===== src/rtl/uart_pkg.sv =====
// uart_pkg: shared UART FSM state encoding, default frame constants and counter-width helper
package uart_pkg;
  localparam int CLKS_PER_BIT_DEF = 434;
  localparam int DATA_BITS_DEF = 8;
  typedef enum logic [2:0] {IDLE, START, DATA, PARITY, STOP} state_e;
  function automatic int cnt_w(input int n);
    return (n <= 2) ? 1 : $clog2(n);
  endfunction
endpackage


===== src/rtl/uart_baud_cnt.sv =====
// uart_baud_cnt: clearable/loadable clock counter with terminal-count (CLKS-1) and half-count (CLKS/2-1) strobes
module uart_baud_cnt #(
  parameter int CLKS = 434,
  parameter int W = 9
) (
  input  logic         clk,
  input  logic         rst,
  input  logic         clr,
  input  logic         ld,
  input  logic [W-1:0] ld_val,
  output logic         tc,
  output logic         half
);
  logic [W-1:0] cnt_q, cnt_d;
  always_comb cnt_d = clr ? '0 : ld ? ld_val : cnt_q + W'(1);
  always_ff @(posedge clk or posedge rst)
    if (rst) cnt_q <= '0;
    else cnt_q <= cnt_d;
  assign tc = cnt_q == W'(CLKS - 1);
  assign half = cnt_q == W'(CLKS / 2 - 1);
endmodule


===== src/rtl/uart_rx_ctrl.sv =====
// uart_rx_ctrl: UART receive sequencer with one-deep valid/ready holding register; UART_RX_PARITY_EN adds even-parity check and parity_err
module uart_rx_ctrl
  import uart_pkg::*;
#(
  parameter int CLKS_PER_BIT = CLKS_PER_BIT_DEF,
  parameter int DATA_BITS = DATA_BITS_DEF
) (
  input  logic                 CLOCK,
  input  logic                 reset,
  input  logic                 Rx_out,
  input  logic                 f_edge,
  input  logic                 rx_ready,
  output logic [DATA_BITS-1:0] rx_data,
  output logic                 rx_valid,
  output logic                 frame_err,
  output logic                 overrun,
  output logic                 busy
`ifdef UART_RX_PARITY_EN
  , output logic               parity_err
`endif
);
  localparam int CW = cnt_w(CLKS_PER_BIT);
  localparam int BW = cnt_w(DATA_BITS);
`ifdef UART_RX_PARITY_EN
  localparam state_e AFTER_DATA = PARITY;
  logic par_q, par_d, perr_q, perr_d;
`else
  localparam state_e AFTER_DATA = STOP;
`endif
  state_e state_q, state_d;
  logic [BW-1:0] bit_q, bit_d;
  logic [DATA_BITS-1:0] shift_q, shift_d, data_q, data_d;
  logic valid_q, valid_d, ferr_q, ferr_d, ovr_q, ovr_d, busy_q, busy_d;
  logic clr, tc, half;
  uart_baud_cnt #(.CLKS(CLKS_PER_BIT), .W(CW)) u_cnt (
    .clk(CLOCK), .rst(reset), .clr(clr), .ld(1'b0), .ld_val(CW'(0)), .tc(tc), .half(half)
  );
  always_comb begin
    state_d = state_q;
    bit_d = bit_q;
    shift_d = shift_q;
    data_d = data_q;
    valid_d = valid_q & ~rx_ready;
    ferr_d = 1'b0;
    ovr_d = 1'b0;
    clr = 1'b0;
`ifdef UART_RX_PARITY_EN
    par_d = par_q;
    perr_d = 1'b0;
`endif
    case (state_q)
      IDLE: begin
        clr = 1'b1;
        state_d = f_edge ? START : IDLE;
      end
      START: if (half) begin
        clr = 1'b1;
        bit_d = '0;
        state_d = Rx_out ? IDLE : DATA;
      end
      DATA: if (tc) begin
        clr = 1'b1;
        shift_d = {Rx_out, shift_q[DATA_BITS-1:1]};
        bit_d = bit_q + BW'(1);
        state_d = (bit_q == BW'(DATA_BITS - 1)) ? AFTER_DATA : DATA;
      end
`ifdef UART_RX_PARITY_EN
      PARITY: if (tc) begin
        clr = 1'b1;
        par_d = Rx_out;
        state_d = STOP;
      end
`endif
      STOP: if (tc) begin
        clr = 1'b1;
        state_d = IDLE;
        ferr_d = ~Rx_out;
`ifdef UART_RX_PARITY_EN
        perr_d = ^{shift_q, par_q};
`endif
        if (Rx_out) begin
          data_d = shift_q;
          valid_d = 1'b1;
          ovr_d = valid_q & ~rx_ready;
        end
      end
      default: state_d = IDLE;
    endcase
    busy_d = state_d != IDLE;
  end
  always_ff @(posedge CLOCK or posedge reset)
    if (reset) begin
      state_q <= IDLE;
      bit_q <= '0;
      shift_q <= '0;
      data_q <= '0;
      valid_q <= 1'b0;
      ferr_q <= 1'b0;
      ovr_q <= 1'b0;
      busy_q <= 1'b0;
`ifdef UART_RX_PARITY_EN
      par_q <= 1'b0;
      perr_q <= 1'b0;
`endif
    end else begin
      state_q <= state_d;
      bit_q <= bit_d;
      shift_q <= shift_d;
      data_q <= data_d;
      valid_q <= valid_d;
      ferr_q <= ferr_d;
      ovr_q <= ovr_d;
      busy_q <= busy_d;
`ifdef UART_RX_PARITY_EN
      par_q <= par_d;
      perr_q <= perr_d;
`endif
    end
  assign rx_data = data_q;
  assign rx_valid = valid_q;
  assign frame_err = ferr_q;
  assign overrun = ovr_q;
  assign busy = busy_q;
`ifdef UART_RX_PARITY_EN
  assign parity_err = perr_q;
`endif
endmodule


===== config.mk =====
export PLATFORM = sky130hd
export DESIGN_NAME = uart_rx_ctrl
export DESIGN_NICKNAME = d
export VERILOG_FILES = /design/src/rtl/uart_pkg.sv /design/src/rtl/uart_baud_cnt.sv /design/src/rtl/uart_rx_ctrl.sv
export SDC_FILE = /design/constraint.sdc
export NUM_CORES = 1
export LEC_CHECK = 0
export ABC_AREA = 1
export BUFFER_PORTS_ARGS = -buffer_cell sky130_fd_sc_hd__buf_2
export CELL_PAD_IN_SITES_DETAIL_PLACEMENT = 1
export CELL_PAD_IN_SITES_GLOBAL_PLACEMENT = 1
export CORE_ASPECT_RATIO = 1.75
export CORE_MARGIN = 10
export CORE_UTILIZATION = 48
export CTS_BUF_LIST = sky130_fd_sc_hd__clkbuf_4 sky130_fd_sc_hd__clkbuf_8 sky130_fd_sc_hd__clkbuf_16
export CTS_CLUSTER_SIZE = 8
export DETAILED_ROUTE_END_ITERATION = 6
export PLACE_DENSITY_LB_ADDON = 0.08
export SLEW_MARGIN = 25
export SYNTH_ARGS = -nofsm -noshare
export SYNTH_HDL_FRONTEND = slang
export SYNTH_SLANG_ARGS = --single-unit

===== constraint.sdc =====
create_clock -name CLOCK -period 2.63 [get_ports CLOCK]
set_input_delay 0.1315 -clock CLOCK [delete_from_list [all_inputs] [get_ports CLOCK]]
set_output_delay 0.1315 -clock CLOCK [all_outputs]
set_load 0.02 [all_outputs]

==> metrics.txt <==
Max Freq=roughly 630 MHz; Comb power frac=12.4%; synthesis-to-finish area growth=14.6%; GP Congestion=0.717; Final Hold Fails=0; drc violations=0; worst rel slew slack=between 50% and 60%; Pwr Density=between 600 and 700 mW/mm2; clk_skew=approximately 6.6 ps; Total GRT Usage=13.0%; routed wire length=3650 um; crit-path max cell delay=~400 ps; Worst Hold Depth=3; Post-synth EDFFs=0; sw frac=between 20 and 30%; Setup Buffers After CTS=0; worst min path class=input port to flip-flop; FF-to-FF path depth=9; Required @ worst endpoint=between 2000 and 3000 ps; slowest CP cell=dfrtp_1; grt total ovfl=0; largest net degree at the start of global routing=20; worst-skew pair later-pin latency=between 200 and 300 ps; Seq pwr share=between 50% and 60%; Leakage=just over 1 nW; WS Path Type=flip-flop to flip-flop; Vias/cell=~4.9; IO Pins=17; RSZ-0062 raised after global routing=no; DIE HEIGHT=98.4 um; Routed wire per std cell=between 10 and 15 um; n_diodes=0; clock root cell=clkbuf_8; Post-DP HPWL=approximately 2800 um; number of max-cap violations=0; Unique masters post-synth=25; DR iter-0 viols=27; Internal=0.000876 W; average size of a mapped cell=9.37 um2; CTS tree=built; Post-synth top flop=dfrtp_1; DRT Pass-1 Iters=2; number of cell rows=28; CTS resizes=0; worst slew pin tran=around 680 ps; sequential share of the synthesized area=51.9%; Worst-path clk slew=around 70 ps; #FFs+latches synth=35; commonest non-fill, non-tap cells in the layout=nand2_1, dfrtp_1, inv_1, nor2_1, buf_2; post-synthesis async set-or-reset flop share=100%; Final Cell Area=0.00193 mm2; post-layout min period=between 1500 and 2000 ps; via count=1215; Crit path arrival time=~1800 ps; CP Capture Type=flip-flop; cell mode on critical path=nand2_1; clock sinks=35; Core ar.=roughly 0.0034 mm2; Synth Instances=180; GRT Max-Usage Layer=met2; clock share of power=35.9%; period utilisation layout=60.8%; clk buf depth=2; full die area=~0.0064 mm2; setup_tns=0 ps; placed instance area=0.00182 mm2; first-pass GRT wire length=approximately 6600 um; Switching Power=0.000323 W; Worst Path Max Fanout=19; Yosys Warn Count=0; Slew Limit Fails=0; initial core utilization=roughly half; commonest non-fill, non-tap cell in the layout=nand2_1; Post-DRT Antenna Nets=0; Critical Path Start Type=flip-flop; port bufs=16; Syn Nets=190; vias in the first global route=around 1400; initial antenna violation count=0; GR met3 Demand/Resource=roughly 2.6%; fraction of layout cells with a size suffix above 1=between 20% and 30%; H-tree Lvls=2; Mapped Area=0.00169 mm2; GR Util met1=roughly an eighth; Num CTS Buffers=5; final net count=roughly 210; Max rail drop VDD=512 uV; status=complete, no violations; die width=between 60 and 70 um; Final Setup Violations=0; CP Cell Sequence=inv_1 > ha_1 > nand2_1 > nor2_8 > nand3_4 > nand2_1 > inv_1 > nand2_1 > nand2_1; GRT met2 Usage=roughly a quarter
## layer usage
metal	up-vias	share of wire (%)
met3	5	2.1
li1	605	-
met5	-	0
met4	0	1.9
met1	592	36
met2	13	60
## worst max-delay path, delay by kind of cell (launching register included)
family	cells	cell delay (ps)
and+or+nand+nor	6	800
DFF	1	400
buffers and inverters	2	170
adders and majority gates	1	140
## Yosys cell counts (2+ instances only)
| master | number | area share [%] |
|---|---|---|
| a21oi_1 | 2 | 0.59 |
| nand2_1 | 44 | 9.8 |
| o21ai_0 | 3 | 0.89 |
| nand3_4 | 3 | 3.1 |
| inv_1 | 28 | 6.2 |
| o21ai_2 | 8 | 4.2 |
| nand2_4 | 2 | 1.3 |
| nor2_4 | 2 | 1.3 |
| o21ai_1 | 8 | 2.4 |
| ha_1 | 5 | 3.7 |
| nand3_1 | 8 | 2.4 |
| dfrtp_1 | 35 | 52 |
| xor2_1 | 4 | 2.1 |
| nor2_1 | 17 | 3.8 |
## cells by family (layout without fill, tap and decap cells)
kind of cell	after synthesis	count (layout)	share of synthesized area (%)
simple gates	81	81	25.2
compound gates	22	22	8.53
mux	1	1	0.593
buf+inv	31	56	7.42
fa+ha+maj	5	5	3.71
xor+xnor	5	5	2.60
flops	35	35	51.9
## timing repair
action / 4_1_cts / 5_1_grt
hold buffers: 1 / 0
endpoints found under the setup margin: 0 / 0
hold endpoints to repair: 17 / 0
## power by group through the flow
| stage | clock (W) | combinational, W | sequential (W) |
|---|---|---|---|
| 3_3_place_gp | 0 | 0.000146 | 0.000628 |
| 4_1_cts | 0.000439 | 0.000153 | 0.000619 |
| 5_1_grt | 0.000468 | 0.000185 | 0.000625 |
| 6_report | 0.000430 | 0.000149 | 0.000619 |
| 3_5_place_dp | 0 | 0.000151 | 0.000630 |
| 2_1_floorplan | 0 | 0.000116 | 0.000622 |
## through the flow
stage                     cells  setup WS (ps)  hold WS, ps  total power (W)  util, %
after CTS                   250           1010         88.8          0.00121     56.9
after global placement      241           1120          246         0.000774     53.5
final                       250           1030         91.1          0.00120     56.9
after global routing        250            864          120          0.00128     56.9
after floorplan             180           1290          203         0.000739        -
after detailed placement    241           1020          262         0.000780     53.5
## flip-flops by register name, summed over array words and instances (netlist names)
name	count
u_cnt.cnt_q	9
rx_data	8
shift_q	8
bit_q	3
state_q	3
busy	1
frame_err	1
overrun	1
rx_valid	1
## layout make-up
| class | instances | area [um2] |
|---|---|---|
| tap | 45 | 56.3 |
| fill | 437 | 1470 |
| sequential | 35 | 876 |
| clock inverter | 1 | 7.51 |
| clock buffer | 7 | 96.3 |
| multi-input combinational | 114 | 686 |
| timing repair buffer | 18 | 97.6 |
| inverter | 30 | 114 |
## worst paths after layout
kind | slack [ps] | from | to
min in group asynchronous | 490 | reset | rx_data[1]
min reg2reg | 480 | shift_q[0] | shift_q[0]
min | 90 | f_edge | state_q[0]
max reg2reg | 1030 | u_cnt.cnt_q[1] | bit_q[2]
max | 1030 | u_cnt.cnt_q[1] | bit_q[2]
max in group asynchronous | 1420 | reset | u_cnt.cnt_q[8]
Note: power is estimated with default switching activity, not from simulation.
